**config.mk**
```make
export PLATFORM = sky130hd
export DESIGN_NAME = return_addr_stack_flat
export DESIGN_NICKNAME = d
export VERILOG_FILES = /design/src/rtl/return_addr_stack_if.sv /design/src/rtl/return_addr_stack.sv /design/src/flat_wrapper.sv
export SDC_FILE = /design/constraint.sdc
export NUM_CORES = 1
export LEC_CHECK = 0
export CORE_ASPECT_RATIO = 1.5
export CORE_UTILIZATION = 40
export CTS_CLUSTER_DIAMETER = 60
export DETAILED_ROUTE_END_ITERATION = 12
export GPL_ROUTABILITY_DRIVEN = 0
export GPL_TIMING_DRIVEN = 0
export SETUP_SLACK_MARGIN = 0.1
export SYNTH_ARGS = -nofsm -noshare
export SYNTH_HDL_FRONTEND = slang
export SYNTH_SLANG_ARGS = --single-unit
```
**constraint.sdc**
```tcl
create_clock -name clk -period 2.86 [get_ports clk]
set_clock_uncertainty 0.05 [all_clocks]
set_input_delay 0.286 -clock clk [delete_from_list [all_inputs] [get_ports clk]]
set_output_delay 0.286 -clock clk [all_outputs]
set_load 0.01 [all_outputs]
```
**src/rtl/return_addr_stack_if.sv**
```systemverilog
// return_addr_stack_if -- decode-side connection of the hardware call/return stack.
//
// Parameters:
//   ADDR_W : width of a stored return address
//   DEPTH  : number of stack entries (sets the width of count)
//
// Signals (direction given from the stack's point of view, modport slave):
//   push, pop      in   CALL / RET strobes from decode
//   push_addr      in   return address to store (PC+1 of the CALL)
//   stall          in   hazard stall; push/pop ignored while high
//   clear          in   synchronous flush of the whole stack
//   ret_addr       out  top-of-stack address, 0 when empty
//   ret_valid      out  stack holds at least one entry
//   empty, full    out  occupancy status
//   count          out  current occupancy
//   overflow       out  sticky: push made while full
//   underflow      out  sticky: pop made while empty
// modport master is the pipeline/control side, modport slave is the stack.
interface return_addr_stack_if #(
   parameter int unsigned ADDR_W = 19,
   parameter int unsigned DEPTH  = 8
);
   localparam int unsigned CNT_W = $clog2(DEPTH) + 1;

   logic              push;
   logic              pop;
   logic [ADDR_W-1:0] push_addr;
   logic              stall;
   logic              clear;
   logic [ADDR_W-1:0] ret_addr;
   logic              ret_valid;
   logic              empty;
   logic              full;
   logic [CNT_W-1:0]  count;
   logic              overflow;
   logic              underflow;

   modport master (
      output push, pop, push_addr, stall, clear,
      input  ret_addr, ret_valid, empty, full, count, overflow, underflow
   );

   modport slave (
      input  push, pop, push_addr, stall, clear,
      output ret_addr, ret_valid, empty, full, count, overflow, underflow
   );
endinterface

```
**src/rtl/return_addr_stack.sv**
```systemverilog
// return_addr_stack -- hardware call/return stack beside the ID stage.
//
// Stores return addresses on CALL (push) and presents the top-of-stack address
// to the fetch redirect on RET (pop). ret_addr is combinational from storage, so
// the pipeline reads it in the same cycle pop is asserted; the entry is removed
// at that cycle's rising edge.
//
// Per-edge priority: clear > stall > push/pop.
//   push+pop with entries present replaces the top entry in place.
//   push+pop on an empty stack performs the push and flags underflow.
//   overflow/underflow are sticky until clear or reset.
//
// Ports:
//   clk   : system clock, rising edge
//   rst_n : asynchronous active-low reset
//   ras   : return_addr_stack_if.slave (strobes in, stack status out)
//
// Parameters:
//   ADDR_W : return address width (19)
//   DEPTH  : entries, power of two >= 2 (8)
//   CNT_W  : derived occupancy counter width, $clog2(DEPTH)+1
//
// Build option:
//   RAS_WRAP_EN defined   : push while full overwrites the oldest entry
//                           circularly (count stays DEPTH, overflow set).
//   RAS_WRAP_EN undefined : push while full is dropped (overflow set).
module return_addr_stack #(
   parameter int unsigned ADDR_W = 19,
   parameter int unsigned DEPTH  = 8
) (
   input logic                        clk,
   input logic                        rst_n,
   return_addr_stack_if.slave         ras
);
   localparam int unsigned CNT_W = $clog2(DEPTH) + 1;
   localparam int unsigned PTR_W = $clog2(DEPTH);
   localparam logic [CNT_W-1:0] CNT_FULL = CNT_W'(DEPTH);

   logic [ADDR_W-1:0] mem_q [DEPTH];
   logic [ADDR_W-1:0] mem_d [DEPTH];
   logic [PTR_W-1:0]  sp_q, sp_d;
   logic [CNT_W-1:0]  count_q, count_d;
   logic              overflow_q, overflow_d;
   logic              underflow_q, underflow_d;

   logic [PTR_W-1:0]  top_idx;
   logic              is_empty;
   logic              is_full;

   // sp points at the next free slot; DEPTH is a power of two so the
   // subtraction wraps modulo DEPTH naturally.
   assign top_idx  = sp_q - 1'b1;
   assign is_empty = (count_q == '0);
   assign is_full  = (count_q == CNT_FULL);

   always_comb begin
      mem_d       = mem_q;
      sp_d        = sp_q;
      count_d     = count_q;
      overflow_d  = overflow_q;
      underflow_d = underflow_q;

      if (ras.clear) begin
         // Entry contents are left as-is; count=0 hides them.
         sp_d        = '0;
         count_d     = '0;
         overflow_d  = 1'b0;
         underflow_d = 1'b0;
      end else if (!ras.stall) begin
         if (ras.push && ras.pop) begin
            if (is_empty) begin
               mem_d[sp_q] = ras.push_addr;
               sp_d        = sp_q + 1'b1;
               count_d     = count_q + 1'b1;
               underflow_d = 1'b1;
            end else begin
               mem_d[top_idx] = ras.push_addr;
            end
         end else if (ras.push) begin
            if (!is_full) begin
               mem_d[sp_q] = ras.push_addr;
               sp_d        = sp_q + 1'b1;
               count_d     = count_q + 1'b1;
            end else begin
               overflow_d = 1'b1;
`ifdef RAS_WRAP_EN
               // When full, sp also addresses the oldest entry.
               mem_d[sp_q] = ras.push_addr;
               sp_d        = sp_q + 1'b1;
`endif
            end
         end else if (ras.pop) begin
            if (!is_empty) begin
               sp_d    = top_idx;
               count_d = count_q - 1'b1;
            end else begin
               underflow_d = 1'b1;
            end
         end
      end
   end

   always_ff @(posedge clk or negedge rst_n) begin
      if (!rst_n) begin
         mem_q       <= '{default: '0};
         sp_q        <= '0;
         count_q     <= '0;
         overflow_q  <= 1'b0;
         underflow_q <= 1'b0;
      end else begin
         mem_q       <= mem_d;
         sp_q        <= sp_d;
         count_q     <= count_d;
         overflow_q  <= overflow_d;
         underflow_q <= underflow_d;
      end
   end

   assign ras.ret_addr  = is_empty ? '0 : mem_q[top_idx];
   assign ras.ret_valid = !is_empty;
   assign ras.empty     = is_empty;
   assign ras.full      = is_full;
   assign ras.count     = count_q;
   assign ras.overflow  = overflow_q;
   assign ras.underflow = underflow_q;
endmodule

```
**src/flat_wrapper.sv**
```systemverilog
// flat-port wrapper written by rule: the top's interface ports become plain ports
module return_addr_stack_flat 
#(
   parameter int unsigned ADDR_W = 19,
   parameter int unsigned DEPTH  = 8
)
  (clk, rst_n, ras_push, ras_pop, ras_push_addr, ras_stall, ras_clear, ras_ret_addr, ras_ret_valid, ras_empty, ras_full, ras_count, ras_overflow, ras_underflow);
  return_addr_stack_if #(.ADDR_W(ADDR_W), .DEPTH(DEPTH)) ras_i ();
  input logic clk;
  input logic rst_n;
  input wire logic [$bits(ras_i.push)-1:0] ras_push;
  input wire logic [$bits(ras_i.pop)-1:0] ras_pop;
  input wire logic [$bits(ras_i.push_addr)-1:0] ras_push_addr;
  input wire logic [$bits(ras_i.stall)-1:0] ras_stall;
  input wire logic [$bits(ras_i.clear)-1:0] ras_clear;
  output wire logic [$bits(ras_i.ret_addr)-1:0] ras_ret_addr;
  output wire logic [$bits(ras_i.ret_valid)-1:0] ras_ret_valid;
  output wire logic [$bits(ras_i.empty)-1:0] ras_empty;
  output wire logic [$bits(ras_i.full)-1:0] ras_full;
  output wire logic [$bits(ras_i.count)-1:0] ras_count;
  output wire logic [$bits(ras_i.overflow)-1:0] ras_overflow;
  output wire logic [$bits(ras_i.underflow)-1:0] ras_underflow;
  assign ras_i.push = ras_push;
  assign ras_i.pop = ras_pop;
  assign ras_i.push_addr = ras_push_addr;
  assign ras_i.stall = ras_stall;
  assign ras_i.clear = ras_clear;
  assign ras_ret_addr = ras_i.ret_addr;
  assign ras_ret_valid = ras_i.ret_valid;
  assign ras_empty = ras_i.empty;
  assign ras_full = ras_i.full;
  assign ras_count = ras_i.count;
  assign ras_overflow = ras_i.overflow;
  assign ras_underflow = ras_i.underflow;
  return_addr_stack #(.ADDR_W(ADDR_W), .DEPTH(DEPTH)) u_core (.clk(clk), .rst_n(rst_n), .ras(ras_i));
endmodule
```
==> results of run 1 <==
==> metal layers <==
layer / vias to the layer above / global-route usage
met5: - / 0
met4: 0 / 0.109
met2: 87 / 0.377
met3: 26 / 0.0301
met1: 2660 / 0.258
li1: 2274 / -
==> logic make-up (layout without fill, tap and decap cells) <==
group | Yosys count | after routing
compound gates | 88 | 88
xor+xnor | 4 | 4
simple gates | 65 | 65
buf+inv | 40 | 172
mux | 176 | 176
flops | 161 | 161
fa+ha+maj | 4 | 4
==> layout by cell type, fill, tap and decap left out, drive strengths merged, types with 3 or more instances in the layout <==
cell type,Yosys,layout
clkinv,0,5
clkdlybuf4s50,0,30
nand4,10,10
or4,3,3
inv,7,9
a21oi,11,11
dfrtp,161,161
nand2,22,22
mux4,19,19
o31ai,4,4
ha,4,4
nor4,3,3
nand2b,3,3
o2111ai,4,4
clkbuf,11,33
nor2b,4,4
a22oi,38,38
a31oi,20,20
and2,4,4
nor2,12,12
buf,22,91
mux2,155,155
xor2,3,3
==> power groups by stage <==
stage,combinational (W),sequential [W],clock [W]
after CTS,0.00225,0.00327,0.00226
after global routing,0.00245,0.00336,0.00235
after global placement,0.00180,0.00324,0
after floorplan,0.00130,0.00318,0
final,0.00229,0.00329,0.00222
after detailed placement,0.00186,0.00329,0
==> timing repair <==
action                                  4_1_cts  5_1_grt
setup buffers                                29       13
gates resized for setup                     168       24
endpoints found under the hold margin        57        0
pin swaps                                    35       12
endpoints found under the setup margin      137       54
gates cloned                                  5        1
hold buffers                                  1        0
==> area by class of cell <==
cell class	instances	area, sq um	area share
Sequential cell	161	4030	0.402
Multi-Input combinational cell	337	3700	0.368
Timing Repair Buffer	101	990	0.0985
Clock buffer	21	470	0.0468
Buffer	33	399	0.0397
Tap cell	256	320	0.0319
Clock inverter	10	100	0.00997
Inverter	7	32.5	0.00324
==> per-stage QoR <==
step           instance area, sq um  cells  hold WS (ns)  setup slack, ns
3_5_place_dp                   8620    846         0.254            -1.42
2_1_floorplan                  7760    538       -0.0596            0.136
4_1_cts                        9820    912         0.360           0.0177
5_1_grt                       10000    926         0.399          -0.0835
3_3_place_gp                   8590    845         0.412            -4.76
6_report                      10000    926         0.340          0.00149
==> worst max-delay path by stage <==
stage                                    start                             to  slack [ns]  cells after the start
floorplan           u_core.sp_q[0]$_DFFE_PN0P_  u_core.mem_q[103]$_DFFE_PN0P_        0.14                      9
global placement                         rst_n   u_core.mem_q[11]$_DFFE_PN0P_       -4.76                      1
detailed placement  u_core.sp_q[0]$_DFFE_PN0P_               ras_ret_addr[10]       -1.42                     10
CTS                 u_core.sp_q[0]$_DFFE_PN0P_               ras_ret_addr[10]        0.02                     10
global route        u_core.sp_q[0]$_DFFE_PN0P_                ras_ret_addr[4]       -0.08                     10
finish              u_core.sp_q[0]$_DFFE_PN0P_                ras_ret_addr[2]       0.001                     10
==> critical path, delay by kind of cell (launching register included) <==
kind | cells | cell delay, ns
buffers and inverters | 5 | 0.71
DFF | 1 | 0.39
AOI/OAI and AO/OA | 2 | 0.32
and+or+nand+nor | 1 | 0.28
adders and majority gates | 1 | 0.22
xor gates and xnor gates | 1 | 0.19
==> state kept, by name (all words and copies together), names as in the netlist <==
signal,count
u_core.mem_q,152
u_core.ras.count,4
u_core.ras.overflow,1
u_core.ras.underflow,1
u_core.sp_q,3
==> results.py, run 1 <==
metrics = {
    "outcome": {
        "status": "complete, no violations",
    },
    "synthesis": {
        "synth_top_family_by_area": "multiplexers",
        "synthesis.instances": 538,
        "synthTopCellsByCount": "dfrtp_1, mux2_2, mux2_4",
        "yosys.area_share.simple": 0.0434,
        "yosysMostFrequentCell": "dfrtp_1",
        "syn_area_sq_um": 7760,
        "synth.area.mux_share": 0.302,
        "syn_nets": 567,
        "synth_edf_count": 0,
        "synth-compound-area-share": 0.0916,
        "synth_area_leaders": "dfrtp_1, mux2_2, mux2_4, mux4_2, a22oi_1",
        "postSynthRegisterBits": 161,
        "synth-xor-area-share": 0.00451,
        "yosys_warnings": 0,
        "synthArstFlopShare": 1.00,
        "syn-mean-instance-area_sq_um": 14.4,
        "synth_cell_types": 47,
        "synth.largest_area_cell": "dfrtp_1",
        "netlist.area_leader.share": 0.519,
        "yosysSeqAreaShare": 0.519,
        "ys.flop_type": "dfrtp_1",
        "synth_fa_ha_area_frac": 0.00645,
    },
    "power": {
        "seqPwrFrac": 0.421,
        "power.total_w": 0.00780,
        "pwr-share-clk": 0.285,
        "p_int_w": 0.00551,
        "switching_share": 0.294,
        "p_leak_nw": 4.46,
        "p_per_area_nw_per_um2": 777,
        "comb_power_share": 0.294,
        "p_sw_w": 0.00229,
        "irDropWorstVdd_v": 0.000429,
    },
    "detailed_routing": {
        "route.top_layer_used": "met4",
        "routed-wl-met3_um": 513,
        "dr.pass1.iters": 4,
        "wl_per_cell_um": 21.7,
        "drt-vias-per-instance": 5.45,
        "drt_wl_total_um": 20100,
        "wl_met2_um": 11100,
        "met1_length_um": 8000,
        "ant_nets": 0,
        "num_vias": 5047,
        "drcViolationCount": 0,
        "drt-initial-drc-count": 251,
    },
    "cts": {
        "tritoncts": "built",
        "cts_buffers": 17,
        "clock_sinks": 161,
        "clk_path_buf_depth": 2,
        "clk_pin_slew_ns": 0.06,
        "clock-root-buffer": "clkbuf_16",
        "insertion_delay_ns": 0.43,
        "htree_levels": 4,
    },
    "job": {
        "cap_violations": 0,
    },
    "placement": {
        "portBuffers": 51,
        "dpl.hpwl_um": 12300,
    },
    "floorplanning": {
        "start_util": 0.407,
        "dieArea_sq_um": 20000,
        "dieHeight_um": 173,
        "io-pin-count": 53,
        "die_w_um": 116,
        "row_count": 62,
        "core_sq_um": 19100,
    },
    "worst_setup_path": {
        "path_max_fanout": 6,
        "worstSetupPathType": "flip-flop to primary output",
        "max_stage_delay_ns": 0.39,
        "endpoint_kind": "primary output",
        "critPathSlowestCell": "dfrtp_1",
        "crit_path_start_kind": "flip-flop",
        "r2r_slack_ns": 0.20,
        "reg2reg_to": "u_core.mem_q[58]$_DFFE_PN0P_",
        "crit_path_cell_trace": "buf_6 > clkinvlp_4 > ha_4 > xnor2_4 > nor3_4 > buf_4 > buf_6 > a22oi_2 > a31oi_1 > buf_2",
        "cp.arrival_ns": 2.52,
        "crit_path_frequent_cell": "buf_6",
        "r2r_cells": 11,
        "crit_required_ns": 2.52,
        "r2r_start": "u_core.ras.count[1]$_DFFE_PN0P_",
    },
    "timing": {
        "slew_violations": 0,
        "maxClockFrequency_mhz": 350,
        "fin_crit_sh": 0.999,
        "finalHoldViolations": 0,
        "max_slew_margin": 0.617,
        "min_period_ns": 2.86,
        "tightest_slew_ns": 0.574,
        "rsz0062_at_grt": "true",
        "final.setup.tns_ns": 0,
        "setup_viol": 0,
    },
    "global_route": {
        "grt_max_degree": 105,
        "grt_pass1_wl_um": 31900,
        "antenna_found_initial": 0,
        "grt_pass1_vias": 5629,
        "grt_overflow": 0,
        "grt_usage": 0.217,
    },
    "final_layout": {
        "layout-drive-gt1-share": 0.500,
        "nFillCells": 1635,
        "final_nets": 687,
        "diodes": 0,
        "postLayoutCoreUtil": 0.526,
        "area_growth_pct": 29.4,
    },
    "hold_path": {
        "hold_class": "input pin to async pin",
    },
}
No activity file was read; power rests on OpenSTA's default activity.
==> inputs of run 2 (changes only) <==
Settings changed: CORE_MARGIN set to 4.
==> run 2 against run 1 <==
Net effect: flip-flop and latch count unchanged; fmax up 1.3%; critical path depth up 1; setup slack better by 0.036 ns; clock-buffer cell count down 2; register-to-register slack better by 0.02 ns; routed wire length up 0.50%; final cell count down 0.32%; critical endpoint is now ras_ret_addr[10].
==> results.py, run 2 (synthesis results as in run 1) <==
metrics = {
    "cts": {
        "tritoncts": "built",
        "cts_buffers": 17,
        "htree_levels": 4,
        "clock-root-buffer": "clkbuf_16",
        "clk_pin_slew_ns": 0.07,
        "clk_path_buf_depth": 2,
        "insertion_delay_ns": 0.42,
        "clock_sinks": 161,
    },
    "worst_setup_path": {
        "crit_path_start_kind": "flip-flop",
        "endpoint_kind": "primary output",
        "path_max_fanout": 5,
        "cp.arrival_ns": 2.49,
        "crit_required_ns": 2.52,
        "worstSetupPathType": "flip-flop to primary output",
    },
    "global_route": {
        "grt_pass1_wl_um": 32000,
        "grt_usage": 0.195,
        "grt_pass1_vias": 5704,
        "grt_overflow": 0,
        "grt_max_degree": 109,
        "antenna_found_initial": 0,
    },
    "placement": {
        "portBuffers": 51,
        "dpl-instance-area_sq_um": 8620,
        "dpl.hpwl_um": 12600,
    },
    "detailed_routing": {
        "drt_wl_total_um": 20200,
        "drcViolationCount": 0,
        "wl_per_cell_um": 21.9,
        "drt-initial-drc-count": 314,
        "ant_nets": 0,
        "drt-vias-per-instance": 5.53,
        "dr.pass1.iters": 4,
        "num_vias": 5104,
    },
    "power": {
        "switching_share": 0.289,
        "pwr-share-clk": 0.296,
        "seqPwrFrac": 0.417,
        "irDropWorstVdd_v": 0.000422,
        "p_sw_w": 0.00228,
        "p_leak_nw": 4.43,
        "p_per_area_nw_per_um2": 787,
        "p_int_w": 0.00561,
        "power.total_w": 0.00789,
        "comb_power_share": 0.287,
    },
    "final_layout": {
        "postLayoutCoreUtil": 0.525,
        "final_cell_mix": "dfrtp_1, mux2_2, mux2_4",
        "mostFrequentLayoutCell": "dfrtp_1",
        "design_area_sq_um": 10000,
        "final_nets": 683,
        "area_growth_pct": 29.2,
        "layout-drive-gt1-share": 0.499,
        "largest_register_ffs": 152,
        "regMostFlops": "u_core.mem_q",
        "diodes": 0,
    },
    "timing": {
        "max_slew_margin": 0.633,
        "maxClockFrequency_mhz": 354,
        "finalHoldViolations": 0,
        "hold_ws_ns": 0.334,
        "rsz0062_at_grt": "true",
        "setup_viol": 0,
        "fin_crit_sh": 0.987,
        "min_period_ns": 2.82,
        "tightest_slew_ns": 0.551,
        "slew_violations": 0,
    },
    "hold_path": {
        "hold_class": "input pin to async pin",
    },
    "floorplanning": {
        "dieArea_sq_um": 21700,
        "start_util": 0.407,
        "dieHeight_um": 179,
        "die_w_um": 122,
        "io-pin-count": 53,
        "row_count": 62,
        "core_sq_um": 19100,
    },
    "job": {
        "cap_violations": 0,
    },
    "outcome": {
        "status": "complete, no violations",
    },
}
==> run 2: cell count changes in the layout (fill, tap and decap cells not counted), moves of 2 or more <==
| cell | delta |
|---|---|
| a31oi_2 | +2 |
| buf_2 | -2 |
| clkinvlp_4 | +4 |
| buf_8 | -2 |
| clkinv_4 | -3 |
| a31oi_1 | -2 |
| bufinv_16 | +2 |
==> run 2: area by class of cell <==
cell class	count	area (sq um)
Clock inverter	13	160
Fill cell	1654	9060
Buffer	33	382
Inverter	7	32.5
Tap cell	256	320
Sequential cell	161	4030
Multi-Input combinational cell	337	3710
Clock buffer	19	443
Timing Repair Buffer	97	942
==> run 2: layer usage <==
| layer | wire length, um | GRT usage | up-vias | part of all wire |
|---|---|---|---|---|
| li1 | - | - | 2270 | - |
| met1 | 8100 | 0.224 | 2684 | 0.40 |
| met2 | 10800 | 0.352 | 109 | 0.54 |
| met3 | 648 | 0.0362 | 41 | 0.032 |
| met4 | 622 | 0.0808 | 0 | 0.031 |
| met5 | 0 | 0 | - | 0 |
==> run 2: per-stage QoR <==
stage	setup slack, ns	cells	TNS (ns)
after floorplan	0.136	538	0
after global placement	-4.73	845	-801.73
after detailed placement	-1.37	846	-49.51
after CTS	0.0178	912	0
after global routing	-0.0612	923	-0.356
final	0.0374	923	0
==> run 2: what timing repair did <==
action | in CTS | in global routing
hold buffers | 1 | 0
hold endpoints to repair | 53 | 0
setup buffers | 28 | 10
gates cloned | 5 | 1
gates resized for setup | 171 | 21
pin swaps | 36 | 19
setup endpoints to repair | 155 | 40
==> run 2: worst paths after layout <==
| check | startpoint | endpoint | slack, ns | depth (start not counted) |
|---|---|---|---|---|
| worst max-delay path | u_core.sp_q[0]$_DFFE_PN0P_ | ras_ret_addr[10] | 0.04 | 11 |
| worst min-delay path | rst_n | u_core.ras.count[3]$_DFFE_PN0P_ | 0.33 | 2 |
| worst max register to register | u_core.sp_q[0]$_DFFE_PN0P_ | u_core.mem_q[111]$_DFFE_PN0P_ | 0.22 | 9 |
| worst min register to register | u_core.mem_q[90]$_DFFE_PN0P_ | u_core.mem_q[90]$_DFFE_PN0P_ | 0.43 | 1 |
| max in group asynchronous | rst_n | u_core.mem_q[107]$_DFFE_PN0P_ | 1.50 | 3 |
| min in group clk | ras_stall | u_core.ras.count[0]$_DFFE_PN0P_ | 0.34 | 3 |
==> run 2: power groups by stage <==
stage	registers, W	logic (W)	clock network, W
floorplan	0.00318	0.00130	0
global placement	0.00324	0.00180	0
detailed placement	0.00329	0.00186	0
CTS	0.00328	0.00221	0.00237
global route	0.00336	0.00243	0.00247
finish	0.00329	0.00227	0.00233
==> run 2: critical path, stage by stage, from the launching register on <==
cell and delay, ns:
dfrtp_1 0.38, buf_6 0.13, clkinvlp_4 0.11, ha_4 0.22, xnor2_4 0.16, buf_6 0.13, nor3_4 0.19, buf_6 0.15
buf_8 0.12, a22oi_1 0.08, a31oi_1 0.22, buf_2 0.18
